## src/rtl/bottomhalf_pkg.sv

```systemverilog
`default_nettype none
// ============================================================================
// Module      : bottomhalf_pkg
// Description : Shared constants and helpers for TOP2049 bottom-half logic.
// Revision    : 1.0 - initial release
// ============================================================================
package bottomhalf_pkg;

    localparam int unsigned ADDR_OK_BIT   = 4;
    localparam int unsigned UDELAY_MAX_US = 2730;

    localparam logic [7:0] ADDR_ID_MAJ_LO = 8'hFD;
    localparam logic [7:0] ADDR_ID_MAJ_HI = 8'hFE;
    localparam logic [7:0] ADDR_ID_MIN    = 8'hFF;

    // Payload register address: the base with the driver-enable bit set.
    function automatic logic [7:0] ADDR(input logic [7:0] base);
        return base | (8'h01 << ADDR_OK_BIT);
    endfunction

endpackage
`default_nettype wire

```

## src/rtl/bus_edge_sync.sv

```systemverilog
`default_nettype none
// ============================================================================
// Module      : bus_edge_sync
// Description : Two-flop synchronizer followed by a rise/fall edge detector.
// Revision    : 1.0 - initial release
// ============================================================================
module bus_edge_sync #(
    parameter logic RST_VAL = 1'b0
) (
    input  logic clk_i,
    input  logic rst_ni,
    input  logic sig_i,
    output logic rise_o,
    output logic fall_o
);

    logic sync1_q;
    logic sync2_q;
    logic prev_q;

    always_ff @(posedge clk_i or negedge rst_ni) begin
        if (!rst_ni) begin
            sync1_q <= RST_VAL;
            sync2_q <= RST_VAL;
            prev_q  <= RST_VAL;
        end else begin
            sync1_q <= sig_i;
            sync2_q <= sync1_q;
            prev_q  <= sync2_q;
        end
    end

    assign rise_o = sync2_q & ~prev_q;
    assign fall_o = ~sync2_q & prev_q;

endmodule
`default_nettype wire

```

## src/rtl/xil_ibuf.sv

```systemverilog
`default_nettype none
// ============================================================================
// Module      : IBUF / IBUFG
// Description : Behavioural stand-ins for the vendor input-buffer primitives.
// Revision    : 1.0 - initial release
// ============================================================================
module IBUF (
    input  wire I,
    output wire O
);
    assign O = I;
endmodule

module IBUFG (
    input  wire I,
    output wire O
);
    assign O = I;
endmodule
`default_nettype wire

```

## src/rtl/ibufg_bus_if.sv

```systemverilog
`default_nettype none
// ============================================================================
// Module      : ibufg_bus_if
// Description : TOP2049 host-bus front end: address latch, strobes, runtime
//               ID readback, microsecond delay counter and command flags.
// Revision    : 1.0 - initial release
// ============================================================================
module ibufg_bus_if
    import bottomhalf_pkg::*;
#(
    parameter logic [15:0] ID_MAJOR    = 16'h0000,
    parameter logic [7:0]  ID_MINOR    = 8'h00,
    parameter int unsigned ADDR_OK_BIT = bottomhalf_pkg::ADDR_OK_BIT,
    parameter int unsigned CLKS_PER_US = 24
) (
    input  logic        osc,
    input  logic        rst_n,
    input  logic        ale,
    input  logic        write,
    input  logic        read,
    input  logic [7:0]  data_i,
    output logic [7:0]  data_o,
    output logic        data_oe,
    output logic        wr_stb,
    output logic [7:0]  wr_addr,
    output logic [7:0]  wr_data,
    output logic        rd_stb,
    input  logic [7:0]  usr_rd_data,
    input  logic        udelay_load,
    input  logic [11:0] udelay_us,
    output logic        delay_idle,
    input  logic        cmd_run,
    input  logic [3:0]  cmd_nr_in,
    input  logic        cmd_finish,
    input  logic        cmd_state_set,
    input  logic [3:0]  cmd_state_in,
    output logic        cmd_running,
    output logic [3:0]  cmd_nr,
    output logic [3:0]  cmd_state
);

    logic osc_b, ale_b, read_b, write_b;

    IBUF  u_osc_buf   (.I(osc),   .O(osc_b));
    IBUFG u_ale_buf   (.I(ale),   .O(ale_b));
    IBUF  u_read_buf  (.I(read),  .O(read_b));
    IBUF  u_write_buf (.I(write), .O(write_b));

    logic ale_rise, ale_fall, wr_rise, wr_fall, rd_rise, rd_fall;

    bus_edge_sync #(.RST_VAL(1'b0)) u_ale_sync (
        .clk_i(osc_b), .rst_ni(rst_n), .sig_i(ale_b),
        .rise_o(ale_rise), .fall_o(ale_fall)
    );
    bus_edge_sync #(.RST_VAL(1'b0)) u_write_sync (
        .clk_i(osc_b), .rst_ni(rst_n), .sig_i(write_b),
        .rise_o(wr_rise), .fall_o(wr_fall)
    );
    // Read idles high, so its synchronizer resets high to avoid a bogus edge.
    bus_edge_sync #(.RST_VAL(1'b1)) u_read_sync (
        .clk_i(osc_b), .rst_ni(rst_n), .sig_i(read_b),
        .rise_o(rd_rise), .fall_o(rd_fall)
    );

    logic [7:0]  latch_q,    latch_d;
    logic [7:0]  pend_q,     pend_d;
    logic        pend_vld_q, pend_vld_d;
    logic        wr_stb_q,   wr_stb_d;
    logic [7:0]  wr_data_q,  wr_data_d;
    logic        rd_stb_q,   rd_stb_d;
    logic [7:0]  data_o_q,   data_o_d;
    logic [15:0] count_q,    count_d;
    logic        idle_q,     idle_d;
    logic        running_q,  running_d;
    logic [3:0]  nr_q,       nr_d;
    logic [3:0]  state_q,    state_d;

    logic [11:0] us_clamped;
    logic [15:0] load_val;

    always_comb begin
        us_clamped = (udelay_us > 12'(UDELAY_MAX_US)) ? 12'(UDELAY_MAX_US) : udelay_us;
        load_val   = (us_clamped == 12'd0) ? 16'd0
                   : 16'(32'(us_clamped) * 32'(CLKS_PER_US) - 32'd1);
    end

    always_comb begin
        latch_d    = latch_q;
        pend_d     = pend_q;
        pend_vld_d = 1'b0;
        // A strobe coinciding with an ALE edge must still see the old address,
        // so the new address is parked for one cycle.
        if (ale_fall) begin
            if (wr_rise || rd_fall) begin
                pend_d     = data_i;
                pend_vld_d = 1'b1;
            end else begin
                latch_d = data_i;
            end
        end else if (pend_vld_q) begin
            latch_d = pend_q;
        end

        wr_stb_d  = wr_rise;
        wr_data_d = wr_rise ? data_i : wr_data_q;
        rd_stb_d  = rd_fall;

        data_o_d = data_o_q;
        if (rd_stb_q) begin
            case (latch_q)
                ADDR_ID_MAJ_LO: data_o_d = ID_MAJOR[7:0];
                ADDR_ID_MAJ_HI: data_o_d = ID_MAJOR[15:8];
                ADDR_ID_MIN:    data_o_d = ID_MINOR;
                default:        data_o_d = usr_rd_data;
            endcase
        end

        count_d = count_q;
        if (udelay_load) begin
            count_d = load_val;
        end else if (count_q != 16'd0) begin
            count_d = count_q - 16'd1;
        end
        idle_d = (count_d == 16'd0);

        running_d = running_q;
        nr_d      = nr_q;
        state_d   = state_q;
        if (cmd_run) begin
            running_d = 1'b1;
            nr_d      = cmd_nr_in;
            state_d   = 4'd0;
        end else if (cmd_state_set && running_q) begin
            state_d = cmd_state_in;
        end else if (cmd_finish) begin
            running_d = 1'b0;
            state_d   = 4'd0;
        end
    end

    always_ff @(posedge osc_b or negedge rst_n) begin
        if (!rst_n) begin
            latch_q    <= 8'd0;
            pend_q     <= 8'd0;
            pend_vld_q <= 1'b0;
            wr_stb_q   <= 1'b0;
            wr_data_q  <= 8'd0;
            rd_stb_q   <= 1'b0;
            data_o_q   <= 8'd0;
            count_q    <= 16'd0;
            idle_q     <= 1'b0;
            running_q  <= 1'b0;
            nr_q       <= 4'd0;
            state_q    <= 4'd0;
        end else begin
            latch_q    <= latch_d;
            pend_q     <= pend_d;
            pend_vld_q <= pend_vld_d;
            wr_stb_q   <= wr_stb_d;
            wr_data_q  <= wr_data_d;
            rd_stb_q   <= rd_stb_d;
            data_o_q   <= data_o_d;
            count_q    <= count_d;
            idle_q     <= idle_d;
            running_q  <= running_d;
            nr_q       <= nr_d;
            state_q    <= state_d;
        end
    end

    // Driver enable follows the raw pin so the bus is released immediately.
    assign data_oe     = ~read_b & latch_q[ADDR_OK_BIT];
    assign data_o      = data_o_q;
    assign wr_stb      = wr_stb_q;
    assign wr_addr     = latch_q;
    assign wr_data     = wr_data_q;
    assign rd_stb      = rd_stb_q;
    assign delay_idle  = idle_q;
    assign cmd_running = running_q;
    assign cmd_nr      = nr_q;
    assign cmd_state   = state_q;

    logic unused_edges;
    assign unused_edges = ale_rise ^ wr_fall ^ rd_rise;

endmodule
`default_nettype wire

```

## config.mk

```make
export PLATFORM = sky130hd
export DESIGN_NAME = ibufg_bus_if
export DESIGN_NICKNAME = d
export VERILOG_FILES = /design/src/rtl/bottomhalf_pkg.sv /design/src/rtl/bus_edge_sync.sv /design/src/rtl/xil_ibuf.sv /design/src/rtl/ibufg_bus_if.sv
export SDC_FILE = /design/constraint.sdc
export NUM_CORES = 1
export LEC_CHECK = 0
export ABC_AREA = 1
export CELL_PAD_IN_SITES_DETAIL_PLACEMENT = 0
export CELL_PAD_IN_SITES_GLOBAL_PLACEMENT = 2
export CORE_MARGIN = 8
export CORE_UTILIZATION = 26
export CTS_CLUSTER_SIZE = 40
export DETAILED_ROUTE_END_ITERATION = 7
export PLACE_DENSITY = 0.87
export SYNTH_ARGS = -nofsm -noshare
export SYNTH_HDL_FRONTEND = slang
export SYNTH_SLANG_ARGS = --single-unit
```

## constraint.sdc

```tcl
create_clock -name osc -period 2.45 [get_ports osc]
set_clock_uncertainty 0.2 [all_clocks]
set_input_delay 0.49 -clock osc [delete_from_list [all_inputs] [get_ports osc]]
set_output_delay 0.49 -clock osc [all_outputs]
set_load 0.03 [all_outputs]
```

## Word level (Yosys, flattened, before mapping)

Index checks and enable logic that the tools add are counted.

- Register bits after elaboration: 70
- Bits in latches: 0
- RAM bits: 0
- Bits in read-only memories: 0
- Input bits: 45
- Output and inout bits: 37
- Word-level logic and storage cells: 66
- Memories kept: 0

- Add/sub/neg operators: 2
- Multipliers: 1
- Divide/modulo/power cells: 0
- Magnitude comparators: 1
- Eq/ne operators: 5
- Shift operators: 0
- Multiplexer cells: 16
- Bitwise logic cells: 8
- Reduce and logical (&&, ||, !) cells: 12

Operators by type and width:

| cell | count |
|---|---|
| 2-to-1 mux 16 bit | 3 |
| 2-to-1 mux 8 bit | 4 |
| subtractor 16 x 1 -> 16 bit (second input constant) | 2 |
| == test 8 bit (second input constant) | 3 |
| zero test 16 bit | 1 |
| nonzero test 16 bit | 1 |
| multiplier 12 x 2 -> 13 bit (second input constant) | 1 |
| > comparator 12 bit (second input constant) | 1 |
| zero test 12 bit | 1 |
| 2-to-1 mux 12 bit | 1 |
| 2-to-1 mux 4 bit | 3 |
| AND reduction 2 bit | 3 |
| 2-to-1 mux 1 bit | 5 |
| bitwise AND 1 bit | 4 |
| inequality test 2 bit (second input constant) | 2 |
| inverter 1 bit | 4 |
| nonzero test 2 bit | 2 |
| nonzero test 3 bit | 1 |
| OR reduction 3 bit | 1 |
| logical AND 1 bit | 1 |
| logical OR 1 bit | 1 |

## Depth between registers and ports, before layout

Gate-level depths: netlist of run 1.

- Depth in word-level cells: 7
- Gate-level depth with buffers: 29
- Gate-level depth less buffers: 29

## Hierarchy

From an unflattened synthesis of run 1, not the netlist that was laid out.

- Cell total of the unflattened synthesis: 591
- Area total of the unflattened synthesis: 4314.1 µm²

By module, submodules not included:

| module | times used | cells an instance | area an instance (µm²) | seq. area each (µm²) |
|---|---|---|---|---|
| ibufg_bus_if | 1 | 566 | 4010.1 | 1526.5 |
| bus_edge_sync at u_ale_sync ... | 2 | 7 | 90.1 | 75.1 |
| bus_edge_sync at u_read_sync | 1 | 7 | 93.8 | 78.8 |
| IBUF | 3 | 1 | 7.5 | 0.0 |
| IBUFG | 1 | 1 | 7.5 | 0.0 |

## Least setup slack after synthesis of run 1

Ideal clock, no wire load.

- Kind: input port to flip-flop
- Start: input port udelay_us[8]
- End: register idle_q (netlist: delay_idle)
- Setup time: 0.114 ns
- Arrival time: 2.889 ns
- Data required time: 2.136 ns
- Path slack: -0.753 ns
- Stages on the path: 26
- Path buffers: 1
- Path through: inv_1 nand2_1 nor2_1 nand2_1 nand3_2 nand2_2 buf_6 inv_1 nor2_1 ha_1 nand2_1 nand3b_1 nand2_2 nand2_1 nand2_2 nand2_2 nor2_2 nand2_2 nor2_2 nand2_1 nand2_1 nand3_1 nand2_1 inv_1 nand3_1 nor2_2

- Cells in the longest elaborated chain, start to end: 7
- Elaborated cells between the ends (all ways): 8
- Those cells by class: 1 x add/sub; 1 x mul; 1 x order compare; 3 x mux; 2 x reduce/logical

RTL lines:

| what | line | RTL |
|---|---|---|
| from (decl) | ibufg_bus_if.sv:30 | `input logic [11:0] udelay_us,` |
| > comparator 12 bit | ibufg_bus_if.sv:82 | `us_clamped = (udelay_us > 12'(UDELAY_MAX_US)) ? 12'(UDELAY_MAX_US) : udelay_us;` |
| 2-to-1 mux 12 bit * | ibufg_bus_if.sv:82 |  |
| multiplier 12 x 2 -> 13 bit | ibufg_bus_if.sv:84 | `: 16'(32'(us_clamped) * 32'(CLKS_PER_US) - 32'd1);` |
| subtractor 16 x 1 -> 16 bit | ibufg_bus_if.sv:84 |  |
| 2-to-1 mux 16 bit * | ibufg_bus_if.sv:83 | `load_val = (us_clamped == 12'd0) ? 16'd0` |
| 2-to-1 mux 16 bit * | ibufg_bus_if.sv:119 | `if (udelay_load) begin` |
| named net count_d[14] | ibufg_bus_if.sv:72 | `logic [15:0] count_q, count_d;` |
| zero test 16 bit * | ibufg_bus_if.sv:124 | `idle_d = (count_d == 16'd0);` |
| named net idle_d | ibufg_bus_if.sv:73 | `logic idle_q, idle_d;` |
| to (signal assigned) | ibufg_bus_if.sv:164 | `idle_q <= idle_d;` |
| to (decl) | ibufg_bus_if.sv:73 |  |

Mark *: on every way through the listed nets, which the timed path passes. The rest lies on a longest branch.
A chain may end at the register's enable or synchronous reset.

## Worst setup path after layout of run 1

- Start: input port udelay_us[10]
- End: register idle_q (netlist: delay_idle)

- Elaborated cells between the ends (all ways): 8
- Those cells by class: 1 x add/sub; 1 x mul; 1 x order compare; 3 x mux; 2 x reduce/logical

RTL lines:

| what | line |
|---|---|
| > comparator 12 bit | ibufg_bus_if.sv:82 |
| 2-to-1 mux 12 bit * | ibufg_bus_if.sv:82 |
| zero test 12 bit * | ibufg_bus_if.sv:83 |
| 2-to-1 mux 16 bit * | ibufg_bus_if.sv:83 |
| 2-to-1 mux 16 bit * | ibufg_bus_if.sv:119 |
| named net count_d[2] | ibufg_bus_if.sv:72 |
| zero test 16 bit * | ibufg_bus_if.sv:124 |
| named net idle_d | ibufg_bus_if.sv:73 |

Marked as above.

==> results of run 1 <==
[cell type report]
cell class,count,share of cell area [%]
multi-input combinational,401,35.3
timing repair buffer,208,25.3
sequential,70,25.3
inverter,104,6.16
tap,216,3.89
clock buffer,10,3.44
clock inverter,6,0.666
[placed cells by master (no fill, tap or decap), types with 3 or more instances in the layout]
cell type / Yosys / layout
a21oi_1: 11 / 7
a21oi_2: 0 / 4
a31oi_1: 6 / 5
buf_2: 0 / 7
buf_4: 0 / 124
buf_6: 1 / 8
clkbuf_16: 0 / 9
clkdlybuf4s50_1: 0 / 67
dfrtp_1: 67 / 67
dfstp_2: 3 / 3
ha_1: 16 / 9
ha_4: 0 / 5
inv_1: 100 / 88
inv_2: 4 / 9
inv_4: 0 / 4
nand2_1: 137 / 112
nand2_2: 14 / 31
nand2_4: 0 / 7
nand3_1: 62 / 52
nand3_2: 7 / 15
nand3b_1: 7 / 7
nand4_1: 7 / 7
nor2_1: 51 / 36
nor2_2: 5 / 8
nor2_4: 1 / 13
nor3_1: 5 / 4
o211ai_1: 7 / 7
o21ai_0: 45 / 42
o21ai_2: 0 / 3
o22ai_1: 4 / 4
xor2_1: 4 / 3
[state kept, by name, indices dropped and copies added, names as in the netlist, 4 cells and up]
name	count
count_q	16
data_o	8
pend_q	8
wr_addr	8
wr_data	8
cmd_nr	4
cmd_state	4
[metal layers]
metal / global-route usage, % / share of wire (%) / routed length (um) / vias up
met1: 15.2 / 44 / 5520 / 2017
li1: - / - / - / 2296
met2: 21.1 / 50 / 6180 / 83
met3: 1.49 / 4.8 / 600 / 9
met4: 4.37 / 1.1 / 133 / 0
met5: 0 / 0 / 0 / -
[power by group]
part           switching [mW]  internal, mW  total (mW)
Clock                   0.486         0.716        1.20
Sequential             0.0926          1.32        1.41
Combinational           0.864         0.732        1.60
[synth_stat cells (6+ instances only)]
master,count,area share (%)
nand2_2,14,2.1
nand3_2,7,1.7
nand3b_1,7,1.2
dfrtp_1,67,40
clkbuf_1,7,0.62
inv_1,100,8.8
o211ai_1,7,1.2
o21ai_0,45,5.3
a31oi_1,6,0.89
nand2_1,137,12
nand4_1,7,1.0
ha_1,16,4.7
a21oi_1,11,1.3
nor2_1,51,4.5
nand3_1,62,7.3
[final timing paths]
path,slack [ns],startpoint,depth (start not counted),to
min in group asynchronous,0.51,rst_n,3,cmd_nr[3]$_DFFE_PN0P_
hold / removal,0.16,u_write_sync.sync1_q$_DFF_PN0_,0,u_write_sync.sync2_q$_DFF_PN0_
setup reg to reg,-0.20,count_q[0]$_DFF_PN0_,19,delay_idle$_DFF_PN0_
setup / recovery,-0.59,udelay_us[10],23,delay_idle$_DFF_PN0_
max in group asynchronous,1.20,rst_n,3,u_read_sync.sync1_q$_DFF_PN1_
hold reg to reg,0.16,u_write_sync.sync1_q$_DFF_PN0_,0,u_write_sync.sync2_q$_DFF_PN0_
[critical path: stages]
cell and delay, ns:
buf_6 0.11, o211ai_1 0.27, nand3_4 0.15, nand2_8 0.13
inv_8 0.06, nor2_4 0.09, ha_2 0.17, nand4_1 0.10
nand3b_1 0.24, nand2_2 0.14, buf_6 0.12, nand2_1 0.07
nor2_1 0.13, nand4_1 0.09, nor2_1 0.09, nand3_1 0.08
nor2_2 0.14, nand2_1 0.07, nor2_1 0.08, nand2_1 0.06
nor2_1 0.08, nand3_1 0.08, nor2_2 0.08
[cell families after synthesis]
kind of cell               synth area share, %
and+or+nand+nor                           31.8
buffers and inverters                     10.2
adders and majority gates                 4.72
AOI/OAI and AO/OA                         10.9
DFF                                       41.4
xor gates and xnor gates                  1.03
[timing repair]
action / in CTS / in global routing
setup buffers: 9 / 11
hold buffers: 1 / 0
gates resized for setup: 113 / 45
endpoints found under the setup margin: 17 / 12
hold endpoints to repair: 2 / 0
pin swaps: 35 / 35
==> impl_metrics.ini, run 1 <==
[run_status]
status = finished, violations left
violations = negative setup slack

[floorplanning]
core_area_um2 = 15900
row_count = 46
die_height_um = 144
die_w_um = 144
die_area_um2 = 20700
initial_core_util_pct = 26.6
io-pin-count = 82

[detailed_routing]
drtAntennaViolNets = 0
drt_first_pass_iters = 5
via_count = 4405
drc = 0
detail_route.vias_per_cell = 4.34
totalWireLength_mm = 12.4
wire_per_inst_um = 12.2
drtIter0Drc = 224

[final_layout]
final_cells = 1015
n_antenna_cell = 0
drive_gt1_share_pct = 34.0
multiInputGateArea_um2 = 2450
fillCellCount = 1580
ff_latch_area_um2 = 1760
area_growth_syn_to_layout_pct = 63.9
fin_area_um2 = 6950
utilization_pct = 43.6
fin_nets = 855

[yosys]
avgSynthCellArea_um2 = 7.26
synthesis.area_um2 = 4240
syn_nets = 645
syn_inst = 584
synth_edf_count = 0
yosys_register_bits = 70
async_flop_share_pct = 100
yosys_warnings = 0
ys_types = 32
ys.flop_type = dfrtp_1
yosysSeqAreaShare_pct = 41.4

[timing]
fmax_mhz = 328
holdWs_ns = 0.158
finalCritPeriodShare_pct = 124
fin_tns_setup_ns = -3.30
setup_ws_ns = -0.594
grt_setup_unrepaired = true
worst_slew_pin_slew_ns = 0.731
relSlewSlack_pct = 51.1
setup-violations-final = 10
slew_viol_final = 0
period_minus_slack_ns = 3.04
final-hold-violation-count = 0

[placement]
place_area_um2 = 6160
portBuffers = 81
dpl.cell_count = 978
hpwl_mm = 9.71
gp_congestion = 0.783
dp_slack_ns = -1.62

[power_and_ir_drop]
power_density_nw_per_um2 = 605
power_mw = 4.21
vdd_drop_max_mv = 0.244
p_leak_nw = 3.37

[critical_path]
cp-end-kind = register
required_ns = 2.51
cp_data_arrival_time_ns = 3.11
path_max_fanout = 7
path_class = input pin to register
startpoint_type = input pin

[cts]
numCtsBuffers = 9
clkSinkCount = 70
cts.path.max_buffers = 2
cts_tree = yes
insertion_delay_ns = 0.33
clkTransAtPathRegs_ns = 0.06
cts-htree-levels = 3
cts-root-buf = clkbuf_16

[global_route]
grt_pass1_vias = 4586
grt_pass1_wl_mm = 20.8
grt_max_degree = 71
grt_usage_pct = 12.2
antenna_found_initial = 0
grt.overflow.total = 0

[worst_hold_path]
hold_class = register to register

[flow_run]
cap_violations = 0
No activity file was read; power rests on OpenSTA's default activity.
==> run 2: changes to the inputs <==
--- a/config.mk
+++ b/config.mk
@@ -9,10 +9,12 @@
 export CELL_PAD_IN_SITES_DETAIL_PLACEMENT = 0
 export CELL_PAD_IN_SITES_GLOBAL_PLACEMENT = 2
 export CORE_MARGIN = 8
-export CORE_UTILIZATION = 26
+export CORE_UTILIZATION = 27
+export CTS_BUF_LIST = sky130_fd_sc_hd__clkbuf_2
 export CTS_CLUSTER_SIZE = 40
 export DETAILED_ROUTE_END_ITERATION = 7
-export PLACE_DENSITY = 0.87
+export PLACE_DENSITY = 0.89
+export RECOVER_POWER = 50
 export SYNTH_ARGS = -nofsm -noshare
 export SYNTH_HDL_FRONTEND = slang
 export SYNTH_SLANG_ARGS = --single-unit
==> impl_metrics.ini, run 2 (synthesized netlist as in run 1, its figures left out) <==
[critical_path]
path_class = input pin to register
cp-end-kind = register
required_ns = 2.67
startpoint_type = input pin
path_max_fanout = 7
worstRegToRegCells = 19
cp_data_arrival_time_ns = 3.03

[cts]
cts.path.max_buffers = 2
cts_tree = yes
clkTransAtPathRegs_ns = 0.17
numCtsBuffers = 9
cts-htree-levels = 3
clkSinkCount = 70
cts-root-buf = clkbuf_2
insertion_delay_ns = 0.53

[final_layout]
final_cells = 991
drive_gt1_share_pct = 31.4
largest_reg_flops = 16
utilization_pct = 42.3
mostFrequentLayoutCell = nand2_1
regMostFlops = count_q
fin_area_um2 = 6600
fin_nets = 830
final_cell_mix = nand2_1, buf_4, inv_1, dfrtp_1, clkdlybuf4s50_1
area_growth_syn_to_layout_pct = 55.5

[floorplanning]
core_area_um2 = 15600
row_count = 46
io-pin-count = 82
die_area_um2 = 20000
die_height_um = 141
initial_core_util_pct = 27.2
die_w_um = 141

[power_and_ir_drop]
p_int_mw = 2.34
power_density_nw_per_um2 = 563
power_frac_comb_pct = 41.1
pwr-share-clk_pct = 21.0
power_switching_mw = 1.37
swShare_pct = 36.8
p_seq_share_pct = 37.9
p_leak_nw = 3.22
vdd_drop_max_mv = 0.263
power_mw = 3.71

[run_status]
violations = negative setup slack
status = finished, violations left

[worst_hold_path]
hold_class = input pin to async pin

[global_route]
grt_pass1_vias = 4315
grt_usage_pct = 12.4
grt_pass1_wl_mm = 20.4
antenna_found_initial = 1
grt.overflow.total = 0
grt_max_degree = 48

[timing]
fmax_mhz = 356
slew_viol_final = 0
worst_slew_pin_slew_ns = 1.13
relSlewSlack_pct = 24.4
final-hold-violation-count = 0
holdWs_ns = 0.134
period_minus_slack_ns = 2.81
grt_setup_unrepaired = true
finalCritPeriodShare_pct = 115
setup_ws_ns = -0.361
fin_tns_setup_ns = -1.01
setup-violations-final = 5

[detailed_routing]
wire_per_inst_um = 12.4
totalWireLength_mm = 12.3
drc = 0
drtIter0Drc = 187
via_count = 4330
detail_route.vias_per_cell = 4.37
drt_first_pass_iters = 5
drtAntennaViolNets = 0

[flow_run]
cap_violations = 0

[placement]
place_area_um2 = 6070
dp_slack_ns = -1.44
gp_congestion = 0.806
portBuffers = 81
hpwl_mm = 9.91
dpl.cell_count = 966
==> run 2: final cells by class <==
type                    instances  area, um2
well taps                     216        270
flip-flops and latches         70       1760
repair buffers                183       1570
multi-input cells             401       2430
clock inverters                 6       93.8
inverters                     104        425
diodes                          1       2.50
fillers                      1592       9000
clock buffers                  10       50.0
==> run 2: power groups by stage <==
stage	Sequential [mW]	Combinational (mW)	Clock [mW]
final	1.41	1.52	0.780
after global routing	1.43	1.68	0.864
after CTS	1.41	1.50	0.812
after detailed placement	1.43	1.40	0
after global placement	1.42	1.38	0
after floorplan	1.58	0.575	0
==> run 2: critical path: stages <==
cell,delay (ns)
buf_8,0.11
inv_12,0.04
nand2_4,0.05
nor2_4,0.12
nand3_2,0.11
nand3_4,0.13
nand2_8,0.09
inv_8,0.10
nor2_4,0.04
ha_4,0.28
nand2_1,0.04
nand3b_1,0.19
nand2_2,0.14
nand3_2,0.10
nand2_2,0.08
nand2_1,0.06
nand2_2,0.10
buf_4,0.11
buf_4,0.10
nand3_2,0.08
nor2_2,0.13
nand2_1,0.06
nand2_1,0.07
nand3_2,0.08
nand2_2,0.07
nor2_2,0.04
==> run 2: final timing paths <==
kind                                                start                        endpoint  slack (ns)
max                                          udelay_us[8]            delay_idle$_DFF_PN0_       -0.36
min                                                 rst_n           cmd_nr[2]$_DFFE_PN0P_        0.13
max reg2reg                          count_q[4]$_DFF_PN0_            delay_idle$_DFF_PN0_       -0.16
min reg2reg                u_write_sync.sync1_q$_DFF_PN0_  u_write_sync.sync2_q$_DFF_PN0_        0.18
max in group asynchronous                           rst_n           data_o[5]$_DFFE_PN0P_        0.59
min in group osc           u_write_sync.sync1_q$_DFF_PN0_  u_write_sync.sync2_q$_DFF_PN0_        0.18
==> run 2: per-layer routing <==
metal  vias up  share of wire (%)  GRT usage [%]
met5         -                  0              0
met4         0                1.3           4.02
met3        12                5.3           2.25
met2        90                 48           21.1
met1      1975                 45           15.6
li1       2253                  -              -
==> run 2: repair_timing <==
action | 4_1_cts | 5_1_grt
buffers inserted | 6 | 1
resized for setup | 128 | 36
setup endpoints to repair | 13 | 13
pin swaps | 42 | 23
hold buffers | 1 | 0
hold endpoints to repair | 67 | 0
